**config.mk**
```make
export PLATFORM = sky130hd
export DESIGN_NAME = lsu_mem_ctrl
export DESIGN_NICKNAME = d
export VERILOG_FILES = /design/src/rtl/lsu_mem_ctrl.sv
export SDC_FILE = /design/constraint.sdc
export NUM_CORES = 1
export LEC_CHECK = 0
export CAP_MARGIN = 20
export CORE_ASPECT_RATIO = 0.75
export CORE_UTILIZATION = 45
export CTS_CLUSTER_SIZE = 30
export DETAILED_ROUTE_END_ITERATION = 10
export PLACE_DENSITY = 0.9
export SLEW_MARGIN = 20
export SYNTH_ARGS = -nofsm -noshare
export SYNTH_HDL_FRONTEND = slang
export SYNTH_SLANG_ARGS = --single-unit
```
**constraint.sdc**
```tcl
create_clock -name clk -period 4.2 [get_ports clk]
set_input_delay 0.84 -clock clk [delete_from_list [all_inputs] [get_ports clk]]
set_output_delay 0.84 -clock clk [all_outputs]
set_load 0.005 [all_outputs]
```
**src/rtl/lsu_mem_ctrl.sv**
```systemverilog
// lsu_mem_ctrl: load/store initiator for the rv32i memory stage.
// Drives a word-addressed, byte-masked RAM port; sequences each access
// through IDLE -> REQ -> (RESP) -> FIN and reports done/err/busy.
// Optional: LSU_BOUNDS_CHECK_EN rejects byte addresses beyond the RAM
// instead of letting them wrap modulo the RAM size.

// One byte lane of the store path: lane enable and the byte it carries.
module lsu_lane #(
  parameter int LANE = 0
) (
  input  logic [1:0]  size,   // funct3[1:0]: 00 byte, 01 half, 10 word
  input  logic [1:0]  boff,   // byte offset within the word
  input  logic [31:0] sd,
  output logic        mask,
  output logic [7:0]  wbyte
);
  localparam logic [1:0] LID = LANE[1:0];

  // Lane select and data replication for SB/SH/SW
  always_comb begin
    mask  = 1'b0;
    wbyte = sd[7:0];
    case (size)
      2'b00: mask = (boff == LID);
      2'b01: begin
        mask  = (boff[1] == LID[1]);
        wbyte = LID[0] ? sd[15:8] : sd[7:0];
      end
      default: begin
        mask  = 1'b1;
        wbyte = sd[8*LANE +: 8];
      end
    endcase
  end
endmodule

module lsu_mem_ctrl #(
  parameter int ADDR_WIDTH = 8
) (
  input  logic                  clk,
  input  logic                  rst,
  input  logic                  valid,
  input  logic                  is_load,
  input  logic                  is_store,
  input  logic [2:0]            funct3,
  input  logic [31:0]           addr,
  input  logic [31:0]           store_data,
  output logic                  request,
  output logic                  w_en,
  output logic [ADDR_WIDTH-1:0] address,
  output logic [3:0]            masking,
  output logic [31:0]           write_data,
  input  logic [31:0]           read_data,
  output logic [31:0]           load_data,
  output logic                  done,
  output logic                  err,
  output logic                  busy
);
  localparam int NUM_LANES = 4;

  typedef enum logic [1:0] {IDLE, REQ, RESP, FIN} state_t;

  state_t     state;
  logic [2:0] f3_q;
  logic [1:0] boff_q;

  // Store wins when both op flags are set
  logic st_acc, ld_acc, illegal;
  assign st_acc = valid & is_store;
  assign ld_acc = valid & is_load & ~is_store;

  // Alignment and encoding checks on the incoming op
  always_comb begin
    illegal = 1'b0;
    if (funct3[1:0] == 2'b01 && addr[0])            illegal = 1'b1;
    if (funct3[1:0] == 2'b10 && addr[1:0] != 2'b00) illegal = 1'b1;
    if (ld_acc && (funct3 == 3'b011 || funct3 == 3'b110 || funct3 == 3'b111))
      illegal = 1'b1;
    if (st_acc && (funct3[2] || funct3 == 3'b011))  illegal = 1'b1;
`ifdef LSU_BOUNDS_CHECK_EN
    if (|addr[31:ADDR_WIDTH+2])                     illegal = 1'b1;
`endif
  end

  logic [NUM_LANES-1:0]      lane_mask;
  logic [NUM_LANES-1:0][7:0] lane_wd;

  genvar g;
  generate
    for (g = 0; g < NUM_LANES; g++) begin : g_lane
      lsu_lane #(.LANE(g)) u_lane (
        .size (funct3[1:0]),
        .boff (addr[1:0]),
        .sd   (store_data),
        .mask (lane_mask[g]),
        .wbyte(lane_wd[g])
      );
    end
  endgenerate

  // Load extraction and extension from the returned word
  logic [7:0]  ld_byte;
  logic [15:0] ld_half;
  logic [31:0] ld_ext;
  always_comb begin
    ld_byte = read_data[8*boff_q +: 8];
    ld_half = boff_q[1] ? read_data[31:16] : read_data[15:0];
    case (f3_q)
      3'b000:  ld_ext = {{24{ld_byte[7]}}, ld_byte};
      3'b001:  ld_ext = {{16{ld_half[15]}}, ld_half};
      3'b100:  ld_ext = {24'd0, ld_byte};
      3'b101:  ld_ext = {16'd0, ld_half};
      default: ld_ext = read_data;
    endcase
  end

  // Access sequencer; every port output is a register updated here
  always_ff @(posedge clk or posedge rst) begin
    if (rst) begin
      state      <= IDLE;
      f3_q       <= '0;
      boff_q     <= '0;
      request    <= 1'b0;
      w_en       <= 1'b0;
      address    <= '0;
      masking    <= '0;
      write_data <= '0;
      load_data  <= '0;
      done       <= 1'b0;
      err        <= 1'b0;
      busy       <= 1'b0;
    end else begin
      done <= 1'b0;
      err  <= 1'b0;
      case (state)
        IDLE: if (st_acc | ld_acc) begin
          f3_q   <= funct3;
          boff_q <= addr[1:0];
          busy   <= 1'b1;
          if (illegal) begin
            state <= FIN;
            done  <= 1'b1;
            err   <= 1'b1;
          end else begin
            state   <= REQ;
            request <= 1'b1;
            w_en    <= st_acc;
            address <= addr[ADDR_WIDTH+1:2];
            masking <= st_acc ? lane_mask : 4'b0000;
            if (st_acc) write_data <= lane_wd;
          end
        end
        // w_en doubles as the store flag for the REQ cycle
        REQ: begin
          request <= 1'b0;
          w_en    <= 1'b0;
          if (w_en) begin
            state <= FIN;
            done  <= 1'b1;
          end else begin
            state <= RESP;
          end
        end
        RESP: begin
          load_data <= ld_ext;
          done      <= 1'b1;
          state     <= FIN;
        end
        FIN: begin
          busy  <= 1'b0;
          state <= IDLE;
        end
        default: state <= IDLE;
      endcase
    end
  end
endmodule
```
==> flow_summary.yaml, run 1 <==
logic_synthesis:
  mappedNetlistArea_sq_mm: 0.00443
  synth.top_cells.by_area: "sky130_fd_sc_hd__dfrtp_1 50%, sky130_fd_sc_hd__mux2_2 17%, sky130_fd_sc_hd__a221o_1 3.6%"
  synth_area_per_cell_sq_um: 11.4
  synth_seq_cells: 88
  postSynthNetCount: 495
  synth-warning-count: 0
  async_flop_share_pct: 100
  syn-instance-count: 387
  synth_top_flop_cell: "sky130_fd_sc_hd__dfrtp_1"
  synthDominantAreaCellType: "sky130_fd_sc_hd__dfrtp_1"
  synth_cell_type_count: 40
  number_of_enable_type_register_cells_in_the_synthesized_netlist: 0
  synth.top_cell.area_share_pct: 49.7
  synth_sequential_area_ratio_pct: 49.7
critical_path:
  worstPathRequired_ns: 4.47
  largest_driver_fanout_on_the_critical_path: 32
  crit_arrival_ns: 3.37
  start_kind: "register"
  worstSetupStartpoint: "state[0]$_DFFE_PP0P_"
  worst_r2r_startpoint: "state[0]$_DFFE_PP0P_"
  critPathCaptureType: "register"
  worst-setup-path-type: "reg2reg"
sta:
  final_critical_path_time_including_i_o_delays_and_setup_ns: 3.09
  rsz0062_at_grt: "false"
  period_utilization_post_route_pct: 73.7
  max_clock_freq_mhz: 323
  final-max-slew-violation-count: 0
  layout_setup_ws_ns: 1.11
  clock_skew_ns: 0.00616
  worst_slew_pin_slew_ns: 1.14
  setup_viol: 0
  hold_viol_final: 0
  setup_total_negative_slack_ns: 0
  relSlewSlack_pct: 23.7
die:
  rows: 30
  die_height_um: 87.9
  number_of_primary_i_o_pins: 185
  die_w_um: 117
  die_area_sq_mm: 0.0102
  initial_utilization_pct: 47.6
  core_region_area_sq_mm: 0.00931
cts:
  ctsHtreeMaxLevel: 3
  cts_tree: "yes"
  ctsLongestPathBuffers: 2
  cts-resized-gates: 0
  clock_insertion_delay_worst_skew_ns: 0.34
  cts_setup_buffers: 0
  tritoncts_num_sinks: 88
  path_clk_slew_ns: 0.07
  cts_buffers: 9
  root_cell_of_the_clock_tree: "sky130_fd_sc_hd__clkbuf_16"
  cts-hold-fix-buffers: 0
placement:
  place.detailed.hpwl_um: 9490
  place_inst: 656
  placement.io_buffers: 162
  gp_congestion: 0.874
  placedInstanceArea_sq_mm: 0.00612
  pre_cts_ws_ns: 0.865
detailed_routing:
  dr_total_vias: 3807
  totalWireLength_um: 12800
  ant_nets: 0
  avgViaCountPerCell: 5.67
  routedWlPerCell_um: 19.0
  remaining_drc_errors: 0
  dr.first_iter.drc_count: 300
  dr.pass1.iters: 4
grt:
  first_global_vias: 3841
  grt_overflow: 0
  track_usage_pct: 25.6
  grt_pass1_wl_um: 19900
  antenna_found_initial: 0
  grt_start_max_net_pins: 37
worst_hold_path:
  timing.hold.worst.start: "busy$_DFFE_PP0P_"
  min_path_type: "reg2reg"
final_layout:
  layout.cells.non_filler: 672
  commonest_cells_after_routing_fill_and_taps_aside: "162 x sky130_fd_sc_hd__clkdlybuf4s50_1, 88 x sky130_fd_sc_hd__dfrtp_1, 66 x sky130_fd_sc_hd__mux2_2"
  final_area_sq_mm: 0.00640
  num-nets-final: 647
  antenna-diode-count: 0
  layout.core_utilization_pct: 68.8
  final_common_cell: "sky130_fd_sc_hd__clkdlybuf4s50_1"
  post_route_cells_drive_above_1_share_pct: 17.3
  syn_to_final_growth_pct: 44.7
power:
  clkPwrFrac_pct: 17.5
  switching_share_pct: 32.8
  power_frac_seq_pct: 36.7
  vdd.ir_drop.worst_mv: 0.365
  pwr_density_cell_mw_per_mm2: 671
  switchingPower_mw: 1.41
  internal-power_mw: 2.89
  static-leakage-power_nw: 2.71
  pwr-share-comb_pct: 45.7
run:
  max_cap_violations: 0
outcome:
  status: "finished clean"
metal layers:
layer	global-route usage [%]	share of wire, %
met5	0	0
met4	8.51	2.2
met3	6.09	5.6
met2	41.1	48
met1	34.3	44
kinds of logic after synthesis:
logic type | share of synthesized area (%)
XOR/XNOR | 0.198
adder cells (fa/ha/maj) | 1.13
flip-flops | 49.7
AO/OA/AOI/OAI | 16.8
AND/OR/NAND/NOR | 7.72
buffers and inverters | 5.06
multiplexers | 19.3
power groups by stage:
stage	clock, mW	sequential, mW	combinational, mW
floorplan	0	1.50	0.982
global placement	0	1.55	1.90
detailed placement	0	1.59	1.96
CTS	0.771	1.58	1.98
global route	0.804	1.63	2.13
finish	0.754	1.58	1.97
layout make-up:
cell class / instances / area, sq um
clock buffer: 10 / 239
clock inverter: 6 / 45.0
fill: 695 / 2900
inverter: 19 / 72.6
multi-input combinational: 253 / 2010
sequential: 88 / 2200
tap: 128 / 160
timing repair buffer: 168 / 1680
sequential cells by signal (all words and copies together), names as in the netlist, 2 cells and up:
| register | cells |
|---|---|
| write_data | 32 |
| masking | 4 |
| state | 2 |
| address | 8 |
| boff_q | 2 |
| load_data | 32 |
| f3_q | 3 |
per-stage QoR:
step                hold WS (ns)  power (mW)
floorplan                  0.474        2.48
global placement           0.463        3.45
detailed placement         0.469        3.55
CTS                        0.484        4.33
global route               0.512        4.56
finish                     0.495        4.30
synthesized netlist by cell type (5+ instances only):
master                     count
sky130_fd_sc_hd__nor2_1        7
sky130_fd_sc_hd__dfrtp_1      88
sky130_fd_sc_hd__o22ai_1       7
sky130_fd_sc_hd__buf_6         6
sky130_fd_sc_hd__a31oi_1       8
sky130_fd_sc_hd__a221o_1      16
sky130_fd_sc_hd__a21oi_1      20
sky130_fd_sc_hd__nand2_1      32
sky130_fd_sc_hd__o21bai_1      5
sky130_fd_sc_hd__mux2i_1       9
sky130_fd_sc_hd__clkbuf_1     15
sky130_fd_sc_hd__or3_1         8
sky130_fd_sc_hd__nand3b_1      8
sky130_fd_sc_hd__o31ai_1       7
sky130_fd_sc_hd__inv_1        18
sky130_fd_sc_hd__o211ai_1      8
sky130_fd_sc_hd__mux2_2       66
sky130_fd_sc_hd__a21o_1        8
sky130_fd_sc_hd__o21ai_0      14
sky130_fd_sc_hd__buf_2         5
worst paths after layout:
kind                       slack [ns]  cells past startpoint                   endpoint
setup reg to reg                 1.11                      5  load_data[24]$_DFFE_PP0P_
min in group asynchronous        0.87                      2  write_data[1]$_DFFE_PP0P_
setup / recovery                 1.11                      5  load_data[24]$_DFFE_PP0P_
hold / removal                   0.49                      1           busy$_DFFE_PP0P_
hold reg to reg                  0.49                      1           busy$_DFFE_PP0P_
max in group asynchronous        2.49                      4              err$_DFF_PP0_
worst max-delay path, cell delays in order (launching register included):
cell,delay [ns]
sky130_fd_sc_hd__dfrtp_1,0.41
sky130_fd_sc_hd__inv_1,0.11
sky130_fd_sc_hd__ha_1,0.54
sky130_fd_sc_hd__inv_1,0.61
sky130_fd_sc_hd__nor2_1,1.05
sky130_fd_sc_hd__a221o_1,0.30
Power figures use the tool's default switching activity.
==> run 2, diff against run 1 <==
Settings changed: CORE_UTILIZATION 45 to 39, PLACE_DENSITY 0.9 to 0.83.
Clock period 4.2 ns to 2.7 ns, I/O delays scaled along.
==> flow_summary.yaml, run 2 (same netlist as run 1, synthesis figures left out) <==
outcome:
  status: "complete, but fails checks"
  violated_checks: "design-rule violations"
detailed_routing:
  dr.pass1.iters: 8
  dr.first_iter.drc_count: 241
  avgViaCountPerCell: 5.48
  routedWlPerCell_um: 17.8
  remaining_drc_errors: 18
  dr_total_vias: 3795
  ant_nets: 0
  totalWireLength_um: 12300
worst_hold_path:
  min_path_type: "reg2reg"
sta:
  period_utilization_post_route_pct: 82.8
  worst_slew_pin_slew_ns: 0.634
  relSlewSlack_pct: 57.7
  final-max-slew-violation-count: 0
  setup_viol: 0
  hold_viol_final: 0
  max_clock_freq_mhz: 447
  clock_skew_ns: 0.00837
  rsz0062_at_grt: "false"
  final_critical_path_time_including_i_o_delays_and_setup_ns: 2.24
  setup_total_negative_slack_ns: 0
  whs_ns: 0.486
cts:
  clock_insertion_delay_worst_skew_ns: 0.34
  cts_tree: "yes"
  cts_setup_buffers: 0
  ctsHtreeMaxLevel: 3
  tritoncts_num_sinks: 88
  cts-hold-fix-buffers: 0
  root_cell_of_the_clock_tree: "sky130_fd_sc_hd__clkbuf_16"
  cts_buffers: 9
  path_clk_slew_ns: 0.06
  ctsLongestPathBuffers: 2
  cts-resized-gates: 0
critical_path:
  crit_arrival_ns: 2.45
  worstPathRequired_ns: 2.92
  critPathCaptureType: "register"
  start_kind: "primary input"
  largest_driver_fanout_on_the_critical_path: 14
  worst-setup-path-type: "in2reg"
final_layout:
  layout.core_utilization_pct: 59.5
  final_area_sq_mm: 0.00654
  post_route_cells_drive_above_1_share_pct: 18.6
  antenna-diode-count: 0
  final_common_cell: "sky130_fd_sc_hd__clkdlybuf4s50_1"
  commonest_cells_after_routing_fill_and_taps_aside: "162 x sky130_fd_sc_hd__clkdlybuf4s50_1, 88 x sky130_fd_sc_hd__dfrtp_1, 66 x sky130_fd_sc_hd__mux2_2"
  final.fill_count: 920
  syn_to_final_growth_pct: 47.7
  num-nets-final: 656
  registers_with_the_highest_flip_flop_counts: "load_data: 32 flops, write_data: 32 flops, address: 8 flops"
die:
  initial_utilization_pct: 40.3
  die_w_um: 125
  core_region_area_sq_mm: 0.0110
  number_of_primary_i_o_pins: 185
  die_area_sq_mm: 0.0118
  die_height_um: 94.3
  rows: 33
run:
  max_cap_violations: 0
grt:
  grt_overflow: 0
  track_usage_pct: 21.8
  first_global_vias: 3950
  grt_pass1_wl_um: 20000
  grt_start_max_net_pins: 44
  antenna_found_initial: 0
power:
  static-leakage-power_nw: 2.77
  vdd.ir_drop.worst_mv: 0.657
  fin_total_pwr_mw: 6.83
  pwr_density_cell_mw_per_mm2: 1040
placement:
  gp_congestion: 0.828
  placedInstanceArea_sq_mm: 0.00623
  place.detailed.hpwl_um: 9300
  placement.io_buffers: 162
## run 2: cell count changes in the layout (fill, tap and decap cells not counted)
| cell | before | now |
|---|---|---|
| sky130_fd_sc_hd__buf_12 | 1 | 3 |
| sky130_fd_sc_hd__buf_4 | 5 | 12 |
| sky130_fd_sc_hd__bufinv_16 | 0 | 1 |
| sky130_fd_sc_hd__clkinv_2 | 2 | 1 |
| sky130_fd_sc_hd__clkinv_4 | 2 | 1 |
| sky130_fd_sc_hd__inv_6 | 0 | 1 |
## run 2: path summary, 6_finish.rpt
kind | startpoint | end | slack [ns] | cells after the start
worst max register to register | state[0]$_DFFE_PP0P_ | address[4]$_DFFE_PP0P_ | 0.76 | 6
worst max-delay path | funct3[1] | address[4]$_DFFE_PP0P_ | 0.46 | 6
max in group asynchronous | rst | load_data[12]$_DFFE_PP0P_ | 1.40 | 3
worst min-delay path | busy$_DFFE_PP0P_ | busy$_DFFE_PP0P_ | 0.49 | 1
worst min register to register | busy$_DFFE_PP0P_ | busy$_DFFE_PP0P_ | 0.49 | 1
min in group asynchronous | rst | load_data[30]$_DFFE_PP0P_ | 0.64 | 2
## run 2: layout make-up
cell class	instances	area, sq um	area share (%)
flip-flops and latches	88	2200	33.7
multi-input cells	253	2010	30.7
repair buffers	177	1770	27.1
clock buffers	10	239	3.66
well taps	140	175	2.68
inverters	19	75.1	1.15
clock inverters	6	67.6	1.03
## run 2: critical path: stages
cell	delay [ns]
sky130_fd_sc_hd__clkdlybuf4s50_1	0.57
sky130_fd_sc_hd__xnor2_1	0.20
sky130_fd_sc_hd__o21ai_1	0.39
sky130_fd_sc_hd__or3_1	0.19
sky130_fd_sc_hd__buf_4	0.20
sky130_fd_sc_hd__mux2_2	0.35
## run 2: report_power, final
| group | switching [mW] | internal [mW] |
|---|---|---|
| clock | 0.523 | 0.745 |
| sequential | 0.411 | 1.96 |
| combinational | 1.25 | 1.95 |
## run 2: layer usage
metal / vias to the layer above / share of wire, % / GRT usage [%]
li1: 1746 / - / -
met1: 1866 / 42 / 27.3
met2: 157 / 48 / 36.0
met3: 26 / 8.3 / 6.83
met4: 0 / 1.8 / 6.91
met5: - / 0 / 0
## run 2: metrics by stage
step / worst slack [ns] / std cells
floorplan: 0.560 / 387
global placement: 0.161 / 677
detailed placement: 0.111 / 677
CTS: 0.462 / 693
global route: 0.321 / 693
finish: 0.465 / 693
==> run 3, diff against run 2 <==
Clock period 2.7 ns to 1.8 ns, I/O delays scaled along.
==> flow_summary.yaml, run 3 (same netlist as run 1, synthesis figures left out) <==
grt:
  antenna_found_initial: 0
  grt_pass1_wl_um: 21100
  grt_start_max_net_pins: 89
  track_usage_pct: 23.0
  grt_overflow: 0
  first_global_vias: 4151
critical_path:
  reg2regPathDepth: 4
  crit_arrival_ns: 2.03
  regToRegSetupSlack_ns: 0.02
  worstPathRequired_ns: 2.03
  critPathCaptureType: "register"
  largest_driver_fanout_on_the_critical_path: 16
  worst_r2r_startpoint: "boff_q[1]$_DFFE_PP0P_"
  start_kind: "primary input"
  worst-setup-path-type: "in2reg"
  timing.rr.end: "load_data[30]$_DFFE_PP0P_"
sta:
  final_critical_path_time_including_i_o_delays_and_setup_ns: 1.80
  rsz0062_at_grt: "true"
  clock_skew_ns: 0.00900
  worst_slew_pin_slew_ns: 0.627
  setup_total_negative_slack_ns: -0.00197
  whs_ns: 0.475
  period_utilization_post_route_pct: 100
  max_clock_freq_mhz: 555
  relSlewSlack_pct: 58.2
  final-max-slew-violation-count: 0
  layout_setup_ws_ns: -0.00197
  setup_viol: 1
  hold_viol_final: 0
detailed_routing:
  totalWireLength_um: 13200
  avgViaCountPerCell: 5.48
  remaining_drc_errors: 20
  dr_total_vias: 3965
  dr.pass1.iters: 7
  ant_nets: 0
  routedWlPerCell_um: 18.2
  dr.first_iter.drc_count: 289
placement:
  pre_cts_ws_ns: -0.457
  placement.io_buffers: 162
  gp_congestion: 0.921
  place.detailed.hpwl_um: 9390
die:
  rows: 33
  number_of_primary_i_o_pins: 185
  core_region_area_sq_mm: 0.0110
  die_w_um: 125
  die_height_um: 94.3
  initial_utilization_pct: 40.3
  die_area_sq_mm: 0.0118
power:
  static-leakage-power_nw: 2.96
  fin_total_pwr_mw: 10.6
  vdd.ir_drop.worst_mv: 0.850
  pwr_density_cell_mw_per_mm2: 1550
final_layout:
  registers_with_the_highest_flip_flop_counts: "load_data: 32 flops, write_data: 32 flops, address: 8 flops"
  syn_to_final_growth_pct: 54.5
  final.fill_count: 870
  area_occupied_by_multi_input_gates_sq_mm: 0.00207
  final-seq-area_sq_mm: 0.00220
  commonest_cells_after_routing_fill_and_taps_aside: "159 x sky130_fd_sc_hd__clkdlybuf4s50_1, 88 x sky130_fd_sc_hd__dfrtp_1, 66 x sky130_fd_sc_hd__mux2_2"
  post_route_cells_drive_above_1_share_pct: 24.5
  layout.core_utilization_pct: 62.3
  antenna-diode-count: 0
  num-nets-final: 687
  final_common_cell: "sky130_fd_sc_hd__clkdlybuf4s50_1"
cts:
  clock_insertion_delay_worst_skew_ns: 0.34
  path_clk_slew_ns: 0.06
  cts-hold-fix-buffers: 0
  tritoncts_num_sinks: 88
  cts_buffers: 9
  ctsHtreeMaxLevel: 3
  ctsLongestPathBuffers: 2
  root_cell_of_the_clock_tree: "sky130_fd_sc_hd__clkbuf_16"
  cts_tree: "yes"
worst_hold_path:
  min_path_type: "in2async"
run:
  max_cap_violations: 0
outcome:
  status: "complete, but fails checks"
  violated_checks: "design-rule violations, negative setup slack"
-- run 3: cell types whose count changed in the layout (fill, tap and decap cells not counted), moves of 2 or more --
cell / change
sky130_fd_sc_hd__inv_1: -2
sky130_fd_sc_hd__nor2_1: -2
sky130_fd_sc_hd__inv_2: +2
sky130_fd_sc_hd__buf_4: +29
sky130_fd_sc_hd__dlygate4sd2_1: +2
sky130_fd_sc_hd__clkinv_4: +2
sky130_fd_sc_hd__nor2_2: +2
sky130_fd_sc_hd__clkdlybuf4s50_1: -3
-- run 3: layout make-up --
| class | count | area share, % |
|---|---|---|
| repair buffers | 207 | 29.4 |
| well taps | 140 | 2.56 |
| inverters | 19 | 1.10 |
| clock buffers | 10 | 3.49 |
| clock inverters | 6 | 1.01 |
| multi-input cells | 254 | 30.2 |
| flip-flops and latches | 88 | 32.2 |
-- run 3: what timing repair did --
action / 4_1_cts / 5_1_grt
cloned: 1 / 1
endpoints found under the setup margin: 66 / 67
pin swaps: 2 / 2
resized for setup: 4 / 5
buffers inserted: 5 / 0
-- run 3: how the worst max path moves through the flow --
stage / startpoint / depth (start not counted) / to
global placement: funct3[1] / 6 / address[5]$_DFFE_PP0P_
CTS: is_store / 6 / write_data[7]$_DFFE_PP0P_
floorplan: state[1]$_DFFE_PP0P_ / 8 / address[0]$_DFFE_PP0P_
detailed placement: funct3[1] / 6 / address[3]$_DFFE_PP0P_
finish: is_load / 7 / masking[0]$_DFFE_PP0P_
global route: is_load / 7 / masking[0]$_DFFE_PP0P_
-- run 3: per-layer routing --
| metal | share of wire [%] | track usage, % |
|---|---|---|
| met2 | 47 | 38.1 |
| met3 | 8.6 | 7.18 |
| met5 | 0 | 0 |
| met1 | 42 | 28.7 |
| met4 | 2.0 | 7.83 |
-- run 3: report_power, final --
part	switching [mW]	leakage [nW]	internal, mW
registers	0.561	1.08	2.94
logic	2.07	1.73	3.10
clock network	0.799	0.149	1.12
-- run 3: critical path, cell delays in order --
cell	delay, ns
sky130_fd_sc_hd__clkdlybuf4s50_1	0.49
sky130_fd_sc_hd__a21oi_1	0.09
sky130_fd_sc_hd__nor3b_2	0.34
sky130_fd_sc_hd__nor3_4	0.09
sky130_fd_sc_hd__bufbuf_16	0.30
sky130_fd_sc_hd__buf_4	0.16
sky130_fd_sc_hd__a22o_1	0.20
-- run 3: per-stage QoR --
step,cells,area [sq um]
finish,724,6840
global route,724,6840
CTS,723,6810
detailed placement,701,6430
global placement,701,6430
floorplan,387,4480
